$ cat config.mk
export PLATFORM = sky130hd
export DESIGN_NAME = benes_route_sched
export DESIGN_NICKNAME = d
export VERILOG_FILES = /design/src/rtl/fhe_alu_pkg.sv /design/src/rtl/benes_cfg_ram.sv /design/src/rtl/benes_route_sched.sv
export SDC_FILE = /design/constraint.sdc
export NUM_CORES = 1
export LEC_CHECK = 0
export CAP_MARGIN = 10
export CORE_MARGIN = 3
export CORE_UTILIZATION = 45
export CTS_BUF_LIST = sky130_fd_sc_hd__clkbuf_2 sky130_fd_sc_hd__clkbuf_4 sky130_fd_sc_hd__clkbuf_8
export CTS_CLUSTER_DIAMETER = 50
export CTS_CLUSTER_SIZE = 40
export DETAILED_ROUTE_END_ITERATION = 10
export PLACE_DENSITY_LB_ADDON = 0.12
export SLEW_MARGIN = 20
export SYNTH_ARGS = -nofsm -noshare
export SYNTH_HDL_FRONTEND = slang
export SYNTH_SLANG_ARGS = --single-unit
$ cat constraint.sdc
create_clock -name clk -period 5.7 [get_ports clk]
set_input_delay 1.71 -clock clk [delete_from_list [all_inputs] [get_ports clk]]
set_output_delay 1.71 -clock clk [all_outputs]
set_load 0.005 [all_outputs]
$ cat src/rtl/fhe_alu_pkg.sv
// Shared FHE ALU definitions: Benes geometry, per-entry routing config type and
// the sequencer state encoding.
package fhe_alu_pkg;

    localparam int STAGE_NUM     = 5;
    localparam int SWITCH_NUM    = 4;
    localparam int CFG_DEPTH_DEF = 16;
    localparam int CFG_AW        = $clog2(CFG_DEPTH_DEF);

    typedef struct packed {
        logic [STAGE_NUM-1:0][SWITCH_NUM-1:0] module_sel;
        logic [STAGE_NUM-1:0][SWITCH_NUM-1:0] slot_sel;
    } benes_cfg_t;

    localparam int CFG_W = $bits(benes_cfg_t);

    typedef enum logic [1:0] {
        SCHED_IDLE  = 2'd0,
        SCHED_FETCH = 2'd1,
        SCHED_HOLD  = 2'd2
    } sched_state_t;

    // Even parity: the stored bit makes data^bit reduce to zero.
    function automatic logic cfg_parity(input benes_cfg_t c);
        return ^c;
    endfunction

endpackage

$ cat src/rtl/benes_cfg_ram.sv
// Simple dual-port config RAM, 1-cycle synchronous read, read-before-write.
// Optional parity storage/check when BENES_CFG_PARITY_EN is defined.
module benes_cfg_ram
    import fhe_alu_pkg::*;
#(
    parameter  int DEPTH = CFG_DEPTH_DEF,
    localparam int AW    = $clog2(DEPTH)
) (
    input  logic          clk,
    input  logic          i_we,
    input  logic [AW-1:0] i_waddr,
    input  benes_cfg_t    i_wdata,
    input  logic          i_re,
    input  logic [AW-1:0] i_raddr,
    output benes_cfg_t    o_rdata
`ifdef BENES_CFG_PARITY_EN
    ,
    output logic          o_par_err
`endif
);

    benes_cfg_t mem [DEPTH];

    // Read data register doubles as the hold register for the selects.
    always_ff @(posedge clk) begin
        if (i_we) mem[i_waddr] <= i_wdata;
        if (i_re) o_rdata <= mem[i_raddr];
    end

`ifdef BENES_CFG_PARITY_EN
    logic par_mem [DEPTH];
    logic rd_par;

    always_ff @(posedge clk) begin
        if (i_we) par_mem[i_waddr] <= cfg_parity(i_wdata);
        if (i_re) rd_par <= par_mem[i_raddr];
    end

    assign o_par_err = cfg_parity(o_rdata) ^ rd_par;
`endif

endmodule

$ cat src/rtl/benes_route_sched.sv
// Benes interconnect configuration sequencer: plays runs of stored routing
// configs onto the select inputs. Optional parity: BENES_CFG_PARITY_EN.
module benes_route_sched
    import fhe_alu_pkg::*;
#(
    parameter  int CFG_DEPTH = CFG_DEPTH_DEF,
    parameter  int HOLD_W    = 8,
    localparam int AW        = $clog2(CFG_DEPTH)
) (
    input  logic                  clk,
    input  logic                  rst_n,
    input  logic                  i_cfg_we,
    input  logic [AW-1:0]         i_cfg_waddr,
    input  benes_cfg_t            i_cfg_wdata,
    input  logic                  i_start,
    input  logic [AW-1:0]         i_base,
    input  logic [AW:0]           i_cnt,
    input  logic [HOLD_W-1:0]     i_hold,
    input  logic                  i_abort,
    output logic [SWITCH_NUM-1:0] o_module_select [0:STAGE_NUM-1],
    output logic [SWITCH_NUM-1:0] o_slot_select   [0:STAGE_NUM-1],
    output logic                  o_cfg_valid,
    output logic                  o_cfg_strobe,
    output logic [AW-1:0]         o_cfg_idx,
    output logic                  o_busy,
    output logic                  o_done
`ifdef BENES_CFG_PARITY_EN
    ,
    output logic                  o_parity_err
`endif
);

    localparam logic [AW-1:0]     IDX_ONE  = 1;
    localparam logic [AW:0]       CNT_ONE  = 1;
    localparam logic [HOLD_W-1:0] HOLD_ONE = 1;

    sched_state_t      state_q, state_d;
    logic [AW-1:0]     idx_q, idx_d;
    logic [AW:0]       left_q, left_d;
    logic [HOLD_W-1:0] h_q, h_d;
    logic [HOLD_W-1:0] hcnt_q, hcnt_d;
    logic              rd_en, done_d, abort_run;
    logic              strobe_q, done_q, sel_live_q;
    logic [AW-1:0]     cfg_idx_q;
    benes_cfg_t        cfg_rd;

`ifdef BENES_CFG_PARITY_EN
    logic ram_par_err, par_abort, parity_err_q;
    // Each read result is checked in the cycle it lands on the selects.
    assign par_abort    = strobe_q & ram_par_err;
    assign o_parity_err = parity_err_q;
`else
    logic par_abort;
    assign par_abort = 1'b0;
`endif

    assign abort_run = i_abort | par_abort;

    benes_cfg_ram #(.DEPTH(CFG_DEPTH)) u_ram (
        .clk       (clk),
        .i_we      (i_cfg_we),
        .i_waddr   (i_cfg_waddr),
        .i_wdata   (i_cfg_wdata),
        .i_re      (rd_en),
        .i_raddr   (idx_q),
        .o_rdata   (cfg_rd)
`ifdef BENES_CFG_PARITY_EN
        ,
        .o_par_err (ram_par_err)
`endif
    );

    always_comb begin
        state_d = state_q;
        idx_d   = idx_q;
        left_d  = left_q;
        h_d     = h_q;
        hcnt_d  = hcnt_q;
        rd_en   = 1'b0;
        done_d  = 1'b0;
        case (state_q)
            SCHED_IDLE: begin
                if (i_start && !i_abort && (i_cnt != '0)) begin
                    state_d = SCHED_FETCH;
                    idx_d   = i_base;
                    left_d  = i_cnt;
                    h_d     = (i_hold == '0) ? HOLD_ONE : i_hold;
                end
            end
            SCHED_FETCH: begin
                if (abort_run) begin
                    state_d = SCHED_IDLE;
                end else begin
                    rd_en   = 1'b1;
                    idx_d   = idx_q + IDX_ONE;
                    left_d  = left_q - CNT_ONE;
                    hcnt_d  = h_q - HOLD_ONE;
                    state_d = SCHED_HOLD;
                end
            end
            SCHED_HOLD: begin
                if (abort_run) begin
                    state_d = SCHED_IDLE;
                end else if (hcnt_q != '0) begin
                    hcnt_d = hcnt_q - HOLD_ONE;
                end else if (left_q != '0) begin
                    // Prefetch in the last hold cycle keeps entries gap-free.
                    rd_en  = 1'b1;
                    idx_d  = idx_q + IDX_ONE;
                    left_d = left_q - CNT_ONE;
                    hcnt_d = h_q - HOLD_ONE;
                end else begin
                    state_d = SCHED_IDLE;
                    done_d  = 1'b1;
                end
            end
            default: state_d = SCHED_IDLE;
        endcase
    end

    always_ff @(posedge clk or negedge rst_n) begin
        if (!rst_n) begin
            state_q    <= SCHED_IDLE;
            idx_q      <= '0;
            left_q     <= '0;
            h_q        <= '0;
            hcnt_q     <= '0;
            strobe_q   <= 1'b0;
            done_q     <= 1'b0;
            sel_live_q <= 1'b0;
            cfg_idx_q  <= '0;
        end else begin
            state_q  <= state_d;
            idx_q    <= idx_d;
            left_q   <= left_d;
            h_q      <= h_d;
            hcnt_q   <= hcnt_d;
            strobe_q <= rd_en;
            done_q   <= done_d;
            if (rd_en) begin
                cfg_idx_q  <= idx_q;
                sel_live_q <= 1'b1;
            end else if (abort_run && (state_q != SCHED_IDLE)) begin
                sel_live_q <= 1'b0;
            end
        end
    end

`ifdef BENES_CFG_PARITY_EN
    always_ff @(posedge clk or negedge rst_n) begin
        if (!rst_n)         parity_err_q <= 1'b0;
        else if (par_abort) parity_err_q <= 1'b1;
    end
`endif

    // Selects read straight-through until a config has been fetched.
    always_comb begin
        for (int s = 0; s < STAGE_NUM; s++) begin
            o_module_select[s] = sel_live_q ? cfg_rd.module_sel[s] : '0;
            o_slot_select[s]   = sel_live_q ? cfg_rd.slot_sel[s]   : '0;
        end
    end

    assign o_cfg_valid  = (state_q == SCHED_HOLD);
    assign o_busy       = (state_q != SCHED_IDLE);
    assign o_cfg_strobe = strobe_q;
    assign o_cfg_idx    = cfg_idx_q;
    assign o_done       = done_q;

endmodule

==> impl_metrics.py <==
metrics = {
    "sta": {
        "slew_violations": 0,
        "post-route-period-util_pct": 72.33,
        "rsz0062_at_grt": "no",
        "tightest_slew_ps": 1020,
        "finalHoldViolCount": 0,
        "slew_headroom_pct": 31.82,
        "finClkSkew_ps": 53.51,
        "fmax_mhz": 242.5,
        "min_period_ps": 4123,
        "setup_violations": 0,
        "tns_ps": 0,
    },
    "synthesis": {
        "synthesis.nets": 1269,
        "yosys.area.top_type_share_pct": 74.19,
        "ys.flop_type": "edfxtp_1",
        "syn_area_mm2": 0.02752,
        "synth_warnings": 0,
        "syn_inst": 1193,
        "synth_cell_type_count": 47,
        "ys_ff_latch": 714,
        "synth_edf_count": 680,
        "syn_avg_cell_area_um2": 23.07,
        "synthArstFlopShare_pct": 4.762,
        "synth_top_area_cell": "edfxtp_1",
        "synthTopCellsByArea": "edfxtp_1 (74%), mux4_2 (16%), dfrtp_1 (3.1%), and2_1 (0.91%), mux2_2 (0.49%)",
        "synth-seq-area-share_pct": 77.28,
    },
    "clock_tree": {
        "cts-htree-levels": 3,
        "post_cts_buffers": 0,
        "clk_pin_slew_worst_paths_ps": 80,
        "cts_tree": "built",
        "cts_resized": 0,
        "cts_max_path_buffers": 3,
        "cts_hold_buf": 0,
        "cts_buffers": 68,
        "clk_latency_ps": 680,
        "root_buffer": "clkbuf_8",
        "numClockSinks": 714,
    },
    "finish": {
        "most-common-layout-cells": "edfxtp_1 (680), mux4_2 (200), clkdlybuf4s50_1 (112)",
        "post_route_cells_drive_above_1_share_pct": 28.26,
        "finalInstanceArea_mm2": 0.03139,
        "layout_commonest_cell": "edfxtp_1",
        "syn_to_final_growth_pct": 14.04,
        "nFillCells": 4674,
        "fin_nets": 1427,
    },
    "worst_setup_path": {
        "r2r-end": "u_ram.o_rdata[26]",
        "end_kind": "output port",
        "path_buf_inv": 1,
        "cp.arrival_ps": 2410,
        "slowest_delay_ps": 900,
        "cp_top_family": "flip-flops",
        "cp_slowest_cell": "dfrtp_2",
        "rrSetupSlack_ps": 2580,
        "r2r_cells": 5,
        "critical_path.startpoint": "sel_live_q",
        "crit_type": "flop to output port",
        "critPathRequiredTime_ps": 3990,
        "path_max_fanout": 41,
        "crit_path_start_kind": "flop",
        "r2r-start": "state_q[0]",
        "path_cells": "and2_1 > clkdlybuf4s50_1",
    },
    "worst_hold_path": {
        "worstHoldStart": "o_cfg_idx[2]",
        "worstHoldEndpoint": "o_cfg_idx[2]",
        "whs_path_depth": 1,
        "worstHoldPathType": "flop to flop",
    },
    "global_routing": {
        "first_global_vias": 13330,
        "grt.total_usage_pct": 18.47,
        "grt_pass1_wl_mm": 86.77,
        "antenna_found_initial": 3,
        "grt_overflow_total": 0,
        "grt_max_degree": 84,
    },
    "place": {
        "place.gp.congestion": 0.7502,
        "dp_hpwl_mm": 31.73,
        "portBuffers": 113,
        "placed_area_mm2": 0.02981,
    },
    "floorplanning": {
        "core_area_mm2": 0.06047,
        "design.portCount": 114,
        "die_x_um": 253.3,
        "start_util_pct": 45.52,
        "die_y_um": 253.3,
        "rows": 90,
        "die_area_mm2": 0.06417,
    },
    "run": {
        "cap_violations": 0,
    },
    "routing": {
        "wl_per_cell_um": 26.22,
        "drc_errors": 0,
        "first_pass_iters": 5,
        "ant_nets": 0,
        "via_count": 12450,
        "drt-initial-drc-count": 1070,
        "viasPerCell": 5.687,
        "routed_wirelength_mm": 57.40,
    },
    "outcome": {
        "outcome": "completed",
    },
    "power": {
        "p_leak_uw": 0.009859,
        "power_density_mw_per_mm2": 434.5,
        "peakVddDrop_uv": 245.9,
    },
}
stage by stage:
step | instances | worst slack (ps) | util (%) | hold slack (ps) | total power (µW)
floorplan | 1193 | 248.1 | - | 482.2 | 9219
global placement | 2063 | 1430 | 49.30 | 500.0 | 10380
detailed placement | 2063 | 1444 | 49.30 | 509.0 | 10410
CTS | 2187 | 1455 | 51.89 | 526.6 | 13860
global route | 2188 | 1396 | 51.90 | 547.7 | 14320
finish | 2189 | 1577 | 51.91 | 518.7 | 13640
worst max-delay path by stage:
stage                        endpoint  slack, ps  depth (start not counted)
floorplan             u_ram.mem[0][0]        250                          2
global placement     u_ram.mem[1][35]       1430                          4
detailed placement  u_ram.mem[14][34]       1440                          4
CTS                  o_slot_select[5]       1450                          2
global route         o_slot_select[5]       1400                          2
finish               o_slot_select[5]       1580                          2
metal layers:
layer	vias to the layer above	wire length [µm]	track usage, %
met4	2	994	4.482
met5	-	11	0
li1	5342	-	-
met2	332	28200	29.54
met3	71	2875	3.533
met1	6702	25320	26.64
synth_stat cells, types with 10 or more instances:
master	count
ha_1	10
inv_1	11
nand3_1	11
nand3b_1	12
mux4_2	200
edfxtp_1	680
clkbuf_1	22
and2_1	40
mux2_2	12
nor3_1	10
buf_2	21
nand2_1	17
dfrtp_1	34
nor2_1	24
o21ai_0	12
buf_1	13
report_power, final:
group	leakage [µW]	internal (µW)	switching (µW)	total, µW
Sequential	0.00655	6150	305	6460
Clock	0.000776	1460	1980	3440
Combinational	0.00253	2020	1720	3740
logic make-up (layout without fill, tap and decap cells):
kind of cell    Yosys count  count (layout)  synth area share (%)
xor+xnor                  6               6                0.1909
compound gates           37              37                0.9956
mux                     220             220                 17.15
simple gates            138             138                 2.882
buf+inv                  68             280                 1.050
fa+ha+maj                10              10                0.4546
other cells               0               2                     0
flops                   714             714                 77.28
sequential cells by signal, summed over array words and instances, names as in the netlist:
| register | flops |
|---|---|
| u_ram.mem | 640 |
| u_ram.o_rdata | 40 |
| h_q | 8 |
| hcnt_q | 8 |
| left_q | 5 |
| idx_q | 4 |
| o_cfg_idx | 4 |
| state_q | 2 |
| o_cfg_strobe | 1 |
| o_done | 1 |
| sel_live_q | 1 |
cell type report:
cell class	count	area, µm²	area share, %
antenna	2	5.005	0.01595
clock buffer	80	1045	3.329
clock inverter	44	519.2	1.654
inverter	11	41.29	0.1315
multi-input combinational	411	6082	19.38
sequential	714	21280	67.81
tap	782	978.4	3.117
timing repair buffer	145	1433	4.564
No activity file was read; power rests on OpenSTA's default activity.
